==> config.mk <==
export PLATFORM = sky130hd
export DESIGN_NAME = hazard_tracker
export DESIGN_NICKNAME = d
export VERILOG_FILES = /design/src/rtl/hazard_tracker.sv
export SDC_FILE = /design/constraint.sdc
export NUM_CORES = 1
export LEC_CHECK = 0
export BUFFER_PORTS_ARGS = -buffer_cell sky130_fd_sc_hd__buf_2
export CAP_MARGIN = 25
export CORE_ASPECT_RATIO = 2
export CORE_MARGIN = 4
export CORE_UTILIZATION = 41
export DETAILED_ROUTE_END_ITERATION = 16
export GPL_ROUTABILITY_DRIVEN = 0
export GPL_TIMING_DRIVEN = 0
export PLACE_DENSITY = 0.76
export SYNTH_ARGS = -nofsm -noshare
export SYNTH_HDL_FRONTEND = slang
export SYNTH_SLANG_ARGS = --single-unit
export TNS_END_PERCENT = 10
==> constraint.sdc <==
create_clock -name clk -period 1.67 [get_ports clk]
set_input_delay 0.334 -clock clk [delete_from_list [all_inputs] [get_ports clk]]
set_output_delay 0.334 -clock clk [all_outputs]
set_load 0.02 [all_outputs]
==> src/rtl/hazard_tracker.sv <==
// hazard_tracker: decode-stage hazard controller for a 5-stage MIPS pipeline.
// Tracks destination register, write enable and Tnew of each in-flight
// instruction through E, M and W, compares the D-stage Tuse against those
// producers, and runs the multiply/divide busy counter.
//
// Ports:
//   clk, reset                 clock (rising edge), synchronous active-high reset
//   IR_D, A3sel_D              D instruction word and destination select
//   RWE_D, Tnew_D              D write enable and result latency after E entry
//   use_rs_D/use_rt_D          D reads rs / rt
//   Tuse_rs_D/Tuse_rt_D        cycles until rs / rt is needed
//   md_start_D, md_div_D       D is mult/div (md_div_D selects div)
//   md_use_D                   D is mfhi/mflo/mthi/mtlo
//   Stall, Flush_E             combinational freeze of PC/IF-ID and D/E bubble
//   A3_*, RWE_*, Tnew_*        registered per-stage producer info for forwarding
//   MD_busy                    multiply/divide unit busy
module hazard_tracker #(
    parameter int unsigned MULT_CYCLES = 5,
    parameter int unsigned DIV_CYCLES  = 10
) (
    input  logic        clk,
    input  logic        reset,
    input  logic [31:0] IR_D,
    input  logic [1:0]  A3sel_D,
    input  logic        RWE_D,
    input  logic [1:0]  Tnew_D,
    input  logic        use_rs_D,
    input  logic        use_rt_D,
    input  logic [1:0]  Tuse_rs_D,
    input  logic [1:0]  Tuse_rt_D,
    input  logic        md_start_D,
    input  logic        md_div_D,
    input  logic        md_use_D,
    output logic        Stall,
    output logic        Flush_E,
    output logic [4:0]  A3_E,
    output logic [4:0]  A3_M,
    output logic [4:0]  A3_W,
    output logic        RWE_E,
    output logic        RWE_M,
    output logic        RWE_W,
    output logic [1:0]  Tnew_E,
    output logic [1:0]  Tnew_M,
    output logic        MD_busy
);

    localparam int unsigned REG_W = 5;
    localparam int unsigned CNT_W = 4;
    localparam logic [CNT_W-1:0] MULT_LOAD = CNT_W'(MULT_CYCLES - 1);
    localparam logic [CNT_W-1:0] DIV_LOAD  = CNT_W'(DIV_CYCLES - 1);

    logic [REG_W-1:0] rs;
    logic [REG_W-1:0] rt;
    logic [REG_W-1:0] rd;
    logic [REG_W-1:0] a3_d;
    logic             md_start_e;
    logic             md_div_e;
    logic [CNT_W-1:0] md_cnt;
    logic             stall_rs;
    logic             stall_rt;
    logic             stall_md;
    logic [1:0]       tnew_e_dec;
    logic             unused_ok;

    assign rs = IR_D[25:21];
    assign rt = IR_D[20:16];
    assign rd = IR_D[15:11];

    // Opcode/funct bits are decoded elsewhere; only register fields matter here.
    assign unused_ok = ^{IR_D[31:26], IR_D[10:0]};

    // Destination register select for the D instruction.
    always_comb begin
        a3_d = rd;
        case (A3sel_D)
            2'b00:   a3_d = rd;
            2'b01:   a3_d = rt;
            2'b10:   a3_d = rs;
            default: a3_d = REG_W'(31);
        endcase
    end

    // Register hazards: only E and M can be too late; W is always forwardable.
    always_comb begin
        stall_rs = use_rs_D && (rs != '0) &&
                   (((rs == A3_E) && RWE_E && (Tuse_rs_D < Tnew_E)) ||
                    ((rs == A3_M) && RWE_M && (Tuse_rs_D < Tnew_M)));
        stall_rt = use_rt_D && (rt != '0) &&
                   (((rt == A3_E) && RWE_E && (Tuse_rt_D < Tnew_E)) ||
                    ((rt == A3_M) && RWE_M && (Tuse_rt_D < Tnew_M)));
    end

    // Busy covers the cycle the md op sits in E plus the counted tail.
    assign MD_busy  = md_start_e || (md_cnt != '0);
    assign stall_md = (md_use_D || md_start_D) && MD_busy;
    assign Stall    = stall_rs || stall_rt || stall_md;
    assign Flush_E  = Stall;

    assign tnew_e_dec = (Tnew_E == 2'd0) ? 2'd0 : (Tnew_E - 2'd1);

    // Pipeline tracker registers; a stall turns the E slot into a bubble.
    always_ff @(posedge clk) begin
        if (reset) begin
            A3_E       <= '0;
            RWE_E      <= 1'b0;
            Tnew_E     <= '0;
            md_start_e <= 1'b0;
            md_div_e   <= 1'b0;
            A3_M       <= '0;
            RWE_M      <= 1'b0;
            Tnew_M     <= '0;
            A3_W       <= '0;
            RWE_W      <= 1'b0;
        end else begin
            if (Stall) begin
                A3_E       <= '0;
                RWE_E      <= 1'b0;
                Tnew_E     <= '0;
                md_start_e <= 1'b0;
                md_div_e   <= 1'b0;
            end else begin
                A3_E       <= a3_d;
                RWE_E      <= RWE_D;
                Tnew_E     <= Tnew_D;
                md_start_e <= md_start_D;
                md_div_e   <= md_div_D;
            end
            A3_M   <= A3_E;
            RWE_M  <= RWE_E;
            Tnew_M <= tnew_e_dec;
            A3_W   <= A3_M;
            RWE_W  <= RWE_M;
        end
    end

    // Multiply/divide countdown, reloaded when the op is in E.
    always_ff @(posedge clk) begin
        if (reset) begin
            md_cnt <= '0;
        end else if (md_start_e) begin
            md_cnt <= md_div_e ? DIV_LOAD : MULT_LOAD;
        end else if (md_cnt != '0) begin
            md_cnt <= md_cnt - CNT_W'(1);
        end
    end

endmodule

==> results.tsv, run 1 <==
stage	metric	value	unit
finish	final_layout_size_suffix_gt1_share	48.0	%
synth	netlist.area_leader.share	38.2	%
clock_tree	cts_htree_levels	1	
finish	antenna_cells_inserted	0	
clock_tree	cts.clk_slew.worst_paths	0.10	ns
synth	warnings_from_yosys	0	
drt	drt-wirelength-per-cell	15.8	um
floorplan	dieWidth	50.3	um
job	maxCapViolations	0	
grt	grt_util_all_layers	17.7	%
synth	syn-mean-instance-area	10.1	um^2
setup_path	timing.rr.start	Tnew_E[1]$_SDFF_PP0_	
synth	synth_enable_flop_cells	0	
setup_path	worstSetupStartpointType	flop	
setup_path	worstSetupStartpoint	Tnew_E[1]$_SDFF_PP0_	
clock_tree	clock_tree.buffer_depth	2	
clock_tree	cts_made_buffers	3	
floorplan	die-height	92.6	um
setup_path	setup.worst_path.end_class	output pin	
drt	detail_route.iter0.violations	16	
sta	grt_setup_unrepaired	true	
sta	setup-tns-final	-1.12	ns
sta	final_min_period_over_clock_period	131	%
drt	detailroute.via_count	1267	
pwr	power.static_leakage	0.866	nW
place	port_buffers	53	
setup_path	regToRegEndpoint	md_div_e$_SDFF_PP0_	
pwr	power-per-cell-area	1360	mW/mm^2
setup_path	ff2ff_setup_slack	-0.01	ns
sta	fin_ws	-0.517	ns
synth	synth_flop_cell	sky130_fd_sc_hd__dfxtp_1	
pwr	vdd.ir_drop.worst	0.908	mV
sta	min_cycle_time_layout	2.19	ns
sta	slew_violations	0	
floorplan	ports	73	
sta	relSlewSlack	58.2	%
synth	ys_async_sr_fraction	0	%
synth	postSynthRegisterBits	28	
grt	overflow	0	
place	dp.cells	246	
setup_path	critical-path-slowest-cell	sky130_fd_sc_hd__dfxtp_4	
synth	syn-instance-count	145	
setup_path	worst_ep_required_time	1.34	ns
drt	drt_pre_antenna_iters	4	
clock_tree	clk_latency	0.28	ns
drt	drt.antenna.violating_nets	0	
setup_path	arrival_time_of_the_worst_setup_path	1.85	ns
setup_path	slowest_stage_delay_on_critical_path	0.37	ns
drt	total_wirelength	3990	um
drt	route.detailed.vias_per_inst	5.03	
clock_tree	cts_root_buffer	sky130_fd_sc_hd__clkbuf_8	
drt	remaining_design_rule_violation_count	0	
grt	grt_start_max_net_pins	17	
place	place.detailed.hpwl	3020	um
synth	ys_seq_area_share	38.2	%
synth	mappedNetlistNets	200	
synth	netlist_top_cells_area	sky130_fd_sc_hd__dfxtp_1 38%, sky130_fd_sc_hd__xor2_1 11%, sky130_fd_sc_hd__ha_1 6.0%	
sta	setup_viol	12	
floorplan	starting_density_of_the_core	42.9	%
sta	hold_viol_final	0	
outcome	status	finished with violations	
setup_path	cp_cell_sequence	inv_4, ha_4, nand2b_4, nor4_4, a22oi_1, o21ai_2, or2_4, buf_6, buf_6	
floorplan	dieArea	0.00466	mm^2
finish	area_growth	38.0	%
floorplan	fp.coreArea	0.00342	mm^2
hold_path	hp-class	in2reg	
grt	grt_first_pass_wirelength	6250	um
sta	tightest_slew	0.626	ns
setup_path	r2r.worst_path.cells	9	
sta	achievable-frequency	457	MHz
finish	final_nets	260	
sta	finalHoldWorstSlack	0.319	ns
clock_tree	cts.sinks	28	
floorplan	number_of_core_rows	30	
outcome	violated_checks	setup timing	
clock_tree	clock_tree_from_tritoncts	done	
synth	synth_top_cell_by_area	sky130_fd_sc_hd__dfxtp_1	
synth	post_synth_num_cell_types	29	
sta	skew	0.00153	ns
synth	netlist_area	0.00147	mm^2
grt	antenna_found_initial	0	
setup_path	critical_path.max_fanout	3	
setup_path	critical_path.most_common_cell	sky130_fd_sc_hd__buf_6	
grt	first_global_vias	1376	
setup_path	critPathKind	reg2out	
setup_path	critPathCapture	Stall	
finish	layoutNonFillerInstCount	252	
==> cell families (layout without fill, tap and decap cells) <==
group	count (synthesis)	in the layout	synth area share, %
compound gates	18	18	7.59
xor+xnor	23	23	13.7
fa+ha+maj	7	7	5.97
buf+inv	13	72	4.61
flops	28	28	38.2
mux	6	6	4.61
simple gates	50	50	25.3
==> synthesized netlist by cell type (5+ instances only) <==
master                      n
sky130_fd_sc_hd__nor2b_1   12
sky130_fd_sc_hd__nor4b_2    5
sky130_fd_sc_hd__dfxtp_1   28
sky130_fd_sc_hd__xor2_1    18
sky130_fd_sc_hd__mux2_2     6
sky130_fd_sc_hd__nor4_2     5
sky130_fd_sc_hd__nand2b_1   7
sky130_fd_sc_hd__o22ai_1    6
sky130_fd_sc_hd__ha_1       7
sky130_fd_sc_hd__xnor2_1    5
sky130_fd_sc_hd__inv_1      6
==> registers in the layout, summed over array words and instances, names as in the netlist <==
signal      flops
A3_E            5
A3_M            5
A3_W            5
RWE_E           1
RWE_M           1
RWE_W           1
Tnew_E          2
Tnew_M          2
md_cnt          4
md_div_e        1
md_start_e      1
==> placed cells by master, fill, tap and decap left out, drive strengths merged, types with 6 or more instances in the layout <==
master   n
buf     58
dfxtp   28
xor2    18
nor2b   12
nor4     9
nand2b   7
clkbuf   7
ha       7
o22ai    6
mux2     6
inv      6
==> stage by stage <==
step	instance area, um^2	setup WS [ns]	power [W]	util, %
4_1_cts	2000	-0.531	0.00274	58.5
3_5_place_dp	1810	-0.441	0.00210	53.1
5_1_grt	2020	-0.605	0.00291	59.2
6_report	2020	-0.517	0.00275	59.2
2_1_floorplan	1490	-0.141	0.00177	-
3_3_place_gp	1810	-0.429	0.00207	53.1
==> final cells by class <==
cell class,count,area (um^2)
Clock inverter,1,30.0
Buffer,7,57.6
Inverter,6,27.5
Multi-Input combinational cell,104,951
Sequential cell,28,569
Tap cell,48,60.1
Clock buffer,3,41.3
Timing Repair Buffer,55,287
Fill cell,305,1390
==> worst min-delay path by stage <==
stage          slack [ns]  depth (start not counted)            startpoint                     end
6_report             0.32                          2             Tnew_D[1]    Tnew_E[1]$_SDFF_PP0_
5_1_grt              0.32                          2             Tnew_D[1]    Tnew_E[1]$_SDFF_PP0_
4_1_cts              0.32                          2             Tnew_D[0]    Tnew_E[0]$_SDFF_PP0_
3_5_place_dp         0.48                          1  Tnew_E[0]$_SDFF_PP0_    Tnew_M[0]$_SDFF_PP0_
3_3_place_gp         0.47                          1  Tnew_E[0]$_SDFF_PP0_    Tnew_M[0]$_SDFF_PP0_
2_1_floorplan        0.45                          2   md_div_e$_SDFF_PP0_  md_cnt[3]$_SDFFE_PP0P_
==> layer usage <==
layer  GRT usage, %  up-vias  share of wire (%)
li1               -      621                  -
met3           2.74       15                4.6
met1           15.2      590                 32
met5              0        -                  0
met2           35.5       41                 59
met4           10.8        0                4.6
==> what timing repair did <==
item / in CTS / in global routing
pin swaps: 7 / 4
endpoints found under the setup margin: 13 / 13
setup buffers: 2 / 0
resized for setup: 19 / 5
gates cloned: 0 / 0
hold buffers: 0 / 0
==> worst max-delay path: cells and delay by family (launching register included) <==
family / cells / cell delay, ns
compound gates: 2 / 0.30
simple gates: 3 / 0.54
flops: 1 / 0.37
buf+inv: 3 / 0.22
fa+ha+maj: 1 / 0.14
==> power by group <==
group,internal [W],leakage [nW],switching [W]
combinational,0.000574,0.599,0.000688
clock,0.000322,0.0357,0.000228
sequential,0.000808,0.231,0.000135
total,0.00170,0.866,0.00105
Note: power is estimated with default switching activity, not from simulation.
==> run 2: changes to the inputs <==
Settings changed: CORE_UTILIZATION 41 to 35, PLACE_DENSITY 0.76 to unset, REMOVE_ABC_BUFFERS set to 1.
Clock period 1.67 ns to 2.6 ns, I/O delays scaled along.
==> results.tsv, run 2 (synthesis gave the netlist of run 1 again) <==
stage	metric	value	unit
clock_tree	cts_root_buffer	sky130_fd_sc_hd__clkbuf_8	
drt	route.detailed.vias_per_inst	4.82	
clock_tree	cts.sinks	28	
finish	final_nets	261	
setup_path	arrival_time_of_the_worst_setup_path	2.03	ns
floorplan	starting_density_of_the_core	35.9	%
grt	grt_first_pass_wirelength	6110	um
clock_tree	clock_tree_from_tritoncts	done	
finish	area_growth	31.9	%
setup_path	cpLargestDelayFamily	simple AND/OR/NAND/NOR gates	
drt	drt.antenna.violating_nets	0	
pwr	power.static_leakage	0.849	nW
drt	remaining_design_rule_violation_count	0	
floorplan	dieArea	0.00535	mm^2
place	port_buffers	55	
drt	drt-wirelength-per-cell	15.0	um
clock_tree	clock_tree.buffer_depth	2	
clock_tree	cts_htree_levels	1	
drt	detailroute.via_count	1240	
floorplan	number_of_core_rows	33	
grt	grt_start_max_net_pins	29	
sta	achievable-frequency	393	MHz
sta	relSlewSlack	58.5	%
sta	skew	0.00317	ns
finish	final_area	0.00193	mm^2
clock_tree	holdBufCountCts	0	
floorplan	fp.coreArea	0.00409	mm^2
outcome	status	finished clean	
setup_path	critPathKind	in2out	
place	place.detailed.hpwl	3010	um
sta	setup-tns-final	0	ns
finish	antenna_cells_inserted	0	
floorplan	dieWidth	53.8	um
setup_path	slowest_stage_delay_on_critical_path	0.54	ns
setup_path	critical_path.max_fanout	6	
sta	tightest_slew	0.623	ns
setup_path	worstSetupStartpointType	primary input	
setup_path	setup.worst_path.end_class	output pin	
place	detailed_place.area	0.00178	mm^2
place	placement.setup.worst_slack	-0.327	ns
finish	layout.cells.most_common	sky130_fd_sc_hd__buf_2	
setup_path	timing.critical_path.buf_inv	3	
sta	final_min_period_over_clock_period	98.0	%
sta	setup_viol	0	
setup_path	worst_ep_required_time	2.08	ns
finish	final_layout_size_suffix_gt1_share	44.9	%
setup_path	cp_cell_sequence	buf_2, or4_1, o21ai_2, a21oi_4, buf_6, or2_2, buf_2	
setup_path	critical_path.most_common_cell	sky130_fd_sc_hd__buf_2	
drt	total_wirelength	3870	um
grt	first_global_vias	1302	
place	dp.cells	247	
clock_tree	cts_made_buffers	3	
drt	detail_route.iter0.violations	10	
drt	drt_pre_antenna_iters	4	
sta	fin_ws	0.0527	ns
floorplan	ports	73	
drt	wl_met1	1390	um
clock_tree	cts.clk_slew.worst_paths	0.09	ns
sta	min_cycle_time_layout	2.55	ns
sta	slew_violations	0	
sta	hold_viol_final	0	
finish	largest_registers	A3_E x5, A3_M x5, A3_W x5	
pwr	vdd.ir_drop.worst	0.381	mV
finish	layout.cells.most_common_list	55 x sky130_fd_sc_hd__buf_2, 28 x sky130_fd_sc_hd__dfxtp_1, 18 x sky130_fd_sc_hd__xor2_1	
grt	antenna_found_initial	0	
clock_tree	clk_latency	0.28	ns
floorplan	die-height	99.5	um
hold_path	hp-class	reg2reg	
setup_path	critical-path-slowest-cell	sky130_fd_sc_hd__or4_1	
grt	overflow	0	
grt	grt_util_all_layers	15.7	%
drt	met2_length	2220	um
drt	met3_routed_wl	150	um
pwr	power-per-cell-area	836	mW/mm^2
job	maxCapViolations	0	
finish	layoutNonFillerInstCount	257	
drt	uppermost_routed_layer	met4	
==> run 2: final timing paths <==
| path | startpoint | endpoint | slack (ns) | cells past startpoint |
|---|---|---|---|---|
| setup / recovery | IR_D[23] | Flush_E | 0.05 | 7 |
| hold / removal | Tnew_E[0]$_SDFF_PP0_ | Tnew_M[0]$_SDFF_PP0_ | 0.49 | 1 |
| setup reg to reg | Tnew_M[1]$_SDFF_PP0_ | Tnew_E[0]$_SDFF_PP0_ | 0.72 | 9 |
| hold reg to reg | Tnew_E[0]$_SDFF_PP0_ | Tnew_M[0]$_SDFF_PP0_ | 0.49 | 1 |
==> run 2: metal layers <==
metal	up-vias	track usage [%]
li1	626	-
met1	574	16.9
met2	33	28.1
met3	7	1.65
met4	0	8.27
met5	-	0
==> run 2: repair_timing <==
action	CTS	global route
hold endpoints to repair	0	0
setup endpoints to repair	2	2
buffers inserted	2	4
pin swaps	4	4
resized for setup	4	5
==> run 2: layout make-up <==
cell class / count / area [um^2]
inverter: 6 / 22.5
sequential: 28 / 561
tap: 52 / 65.1
fill: 417 / 2150
clock buffer: 4 / 55.1
multi-input combinational: 104 / 888
timing repair buffer: 63 / 343
==> run 2: per-stage QoR <==
stage               total power, W  utilization [%]  hold slack, ns
floorplan                  0.00107                -           0.445
global placement           0.00128             43.1           0.470
detailed placement         0.00132             43.6           0.483
CTS                        0.00163             45.9           0.498
global route               0.00173             47.3           0.511
finish                     0.00162             47.3           0.486
==> run 2: power by group <==
part	switching [W]	internal, W	leakage, nW
combinational	0.000422	0.000326	0.591
clock	0.000141	0.000136	0.0288
sequential	0.0000781	0.000516	0.230
==> run 2: worst reg2reg max path: cells and delay by family, from the launching register on <==
family,cells,cell delay [ns]
adder cells (fa/ha/maj),1,0.17
AO/OA/AOI/OAI,2,0.37
flip-flops,1,0.34
AND/OR/NAND/NOR,3,0.48
buffers and inverters,3,0.40
==> run 3: changes to the inputs <==
Clock period 2.6 ns to 2.4 ns, I/O delays scaled along.
==> results.tsv, run 3 (synthesis gave the netlist of run 1 again) <==
stage	metric	value	unit
grt	first_global_vias	1321	
clock_tree	clock_tree_from_tritoncts	done	
place	dp.cells	247	
place	port_buffers	55	
setup_path	slowest_stage_delay_on_critical_path	0.52	ns
finish	layoutNonFillerInstCount	254	
setup_path	critical-path-slowest-cell	sky130_fd_sc_hd__or4_1	
setup_path	cp_cell_sequence	buf_2, or4_1, o21ai_1, o21ai_4, or2_4, buf_6	
setup_path	timing.critical_path.buf_inv	2	
grt	antenna_found_initial	0	
clock_tree	clock_tree.buffer_depth	2	
sta	min_cycle_time_layout	2.39	ns
setup_path	worstSetupStartpointType	primary input	
sta	relSlewSlack	58.2	%
drt	remaining_design_rule_violation_count	0	
setup_path	critPathKind	in2out	
setup_path	cpLargestDelayFamily	simple AND/OR/NAND/NOR gates	
floorplan	dieArea	0.00535	mm^2
finish	final_nets	258	
sta	slew_violations	0	
floorplan	ports	73	
clock_tree	cts.clk_slew.worst_paths	0.09	ns
sta	skew	0.00421	ns
setup_path	worst_ep_required_time	1.92	ns
job	maxCapViolations	0	
finish	final_layout_size_suffix_gt1_share	48.0	%
setup_path	setup.worst_path.end_class	output pin	
drt	route.detailed.vias_per_inst	4.85	
floorplan	die-height	99.5	um
sta	achievable-frequency	419	MHz
sta	final_min_period_over_clock_period	99.5	%
drt	detail_route.iter0.violations	10	
outcome	status	finished clean	
grt	grt_start_max_net_pins	29	
drt	drt_pre_antenna_iters	3	
clock_tree	clk_latency	0.28	ns
place	placement.setup.worst_slack	-0.447	ns
sta	fin_ws	0.0114	ns
finish	largest_registers	A3_E x5, A3_M x5, A3_W x5	
drt	drt-wirelength-per-cell	15.5	um
clock_tree	cts_htree_levels	1	
grt	grt_first_pass_wirelength	6400	um
sta	hold_viol_final	0	
floorplan	fp.coreArea	0.00409	mm^2
finish	area_growth	35.8	%
floorplan	number_of_core_rows	33	
floorplan	dieWidth	53.8	um
pwr	power-per-cell-area	918	mW/mm^2
setup_path	critical_path.max_fanout	4	
finish	layout.cells.most_common_list	53 x sky130_fd_sc_hd__buf_2, 26 x sky130_fd_sc_hd__dfxtp_1, 18 x sky130_fd_sc_hd__xor2_1	
drt	detailroute.via_count	1231	
sta	finalHoldWorstSlack	0.469	ns
hold_path	hp-class	in2reg	
sta	setup_viol	0	
clock_tree	cts.sinks	28	
pwr	power.static_leakage	0.856	nW
finish	filler_cells	408	
place	place.detailed.hpwl	3010	um
grt	overflow	0	
pwr	finalPower	0.00183	W
sta	grt_setup_unrepaired	true	
clock_tree	holdBufCountCts	0	
floorplan	starting_density_of_the_core	35.9	%
pwr	vdd.ir_drop.worst	0.518	mV
grt	grt_util_all_layers	16.5	%
drt	total_wirelength	3930	um
setup_path	arrival_time_of_the_worst_setup_path	1.91	ns
finish	layout.cells.most_common	sky130_fd_sc_hd__buf_2	
finish	antenna_cells_inserted	0	
drt	drt.antenna.violating_nets	0	
clock_tree	cts_root_buffer	sky130_fd_sc_hd__clkbuf_8	
sta	tightest_slew	0.627	ns
clock_tree	cts_made_buffers	3	
sta	setup-tns-final	0	ns
run 3: stage by stage:
stage | cell area (um^2) | util (%)
after global placement | 1760 | 43.1
after floorplan | 1420 | -
after detailed placement | 1780 | 43.6
after CTS | 1940 | 47.5
after global routing | 1990 | 48.7
final | 1990 | 48.7
run 3: metal layers:
layer	track usage (%)	part of all wire (%)
met1	17.9	36
met2	29.5	58
met3	1.65	3.4
met4	8.27	2.6
met5	0	0
run 3: path summary, 6_finish.rpt:
path / startpoint / endpoint / slack (ns) / depth (start not counted)
max: IR_D[18] / Stall / 0.01 / 6
min: Tnew_D[1] / Tnew_E[1]$_SDFF_PP0_ / 0.47 / 2
max reg2reg: Tnew_M[1]$_SDFF_PP0_ / Tnew_E[0]$_SDFF_PP0_ / 0.57 / 9
min reg2reg: Tnew_E[0]$_SDFF_PP0_ / Tnew_M[0]$_SDFF_PP0_ / 0.49 / 1
run 3: final cells by class:
class / instances / area (um^2) / share of cell area [%]
multi-input combinational: 104 / 953 / 47.9
sequential: 28 / 563 / 28.3
timing repair buffer: 60 / 333 / 16.7
tap: 52 / 65.1 / 3.27
clock buffer: 4 / 55.1 / 2.76
inverter: 6 / 22.5 / 1.13
run 3: report_power, final:
group          internal (W)  leakage, nW  switching (W)
registers          0.000560        0.230      0.0000873
logic              0.000396        0.597       0.000483
clock network      0.000147       0.0288       0.000155
total               0.00110        0.856       0.000726
run 3: timing repair:
item | 4_1_cts | 5_1_grt
resized for setup | 17 | 9
pin swaps | 8 | 6
buffers inserted | 3 | 0
hold endpoints to repair | 0 | 0
setup endpoints to repair | 2 | 2
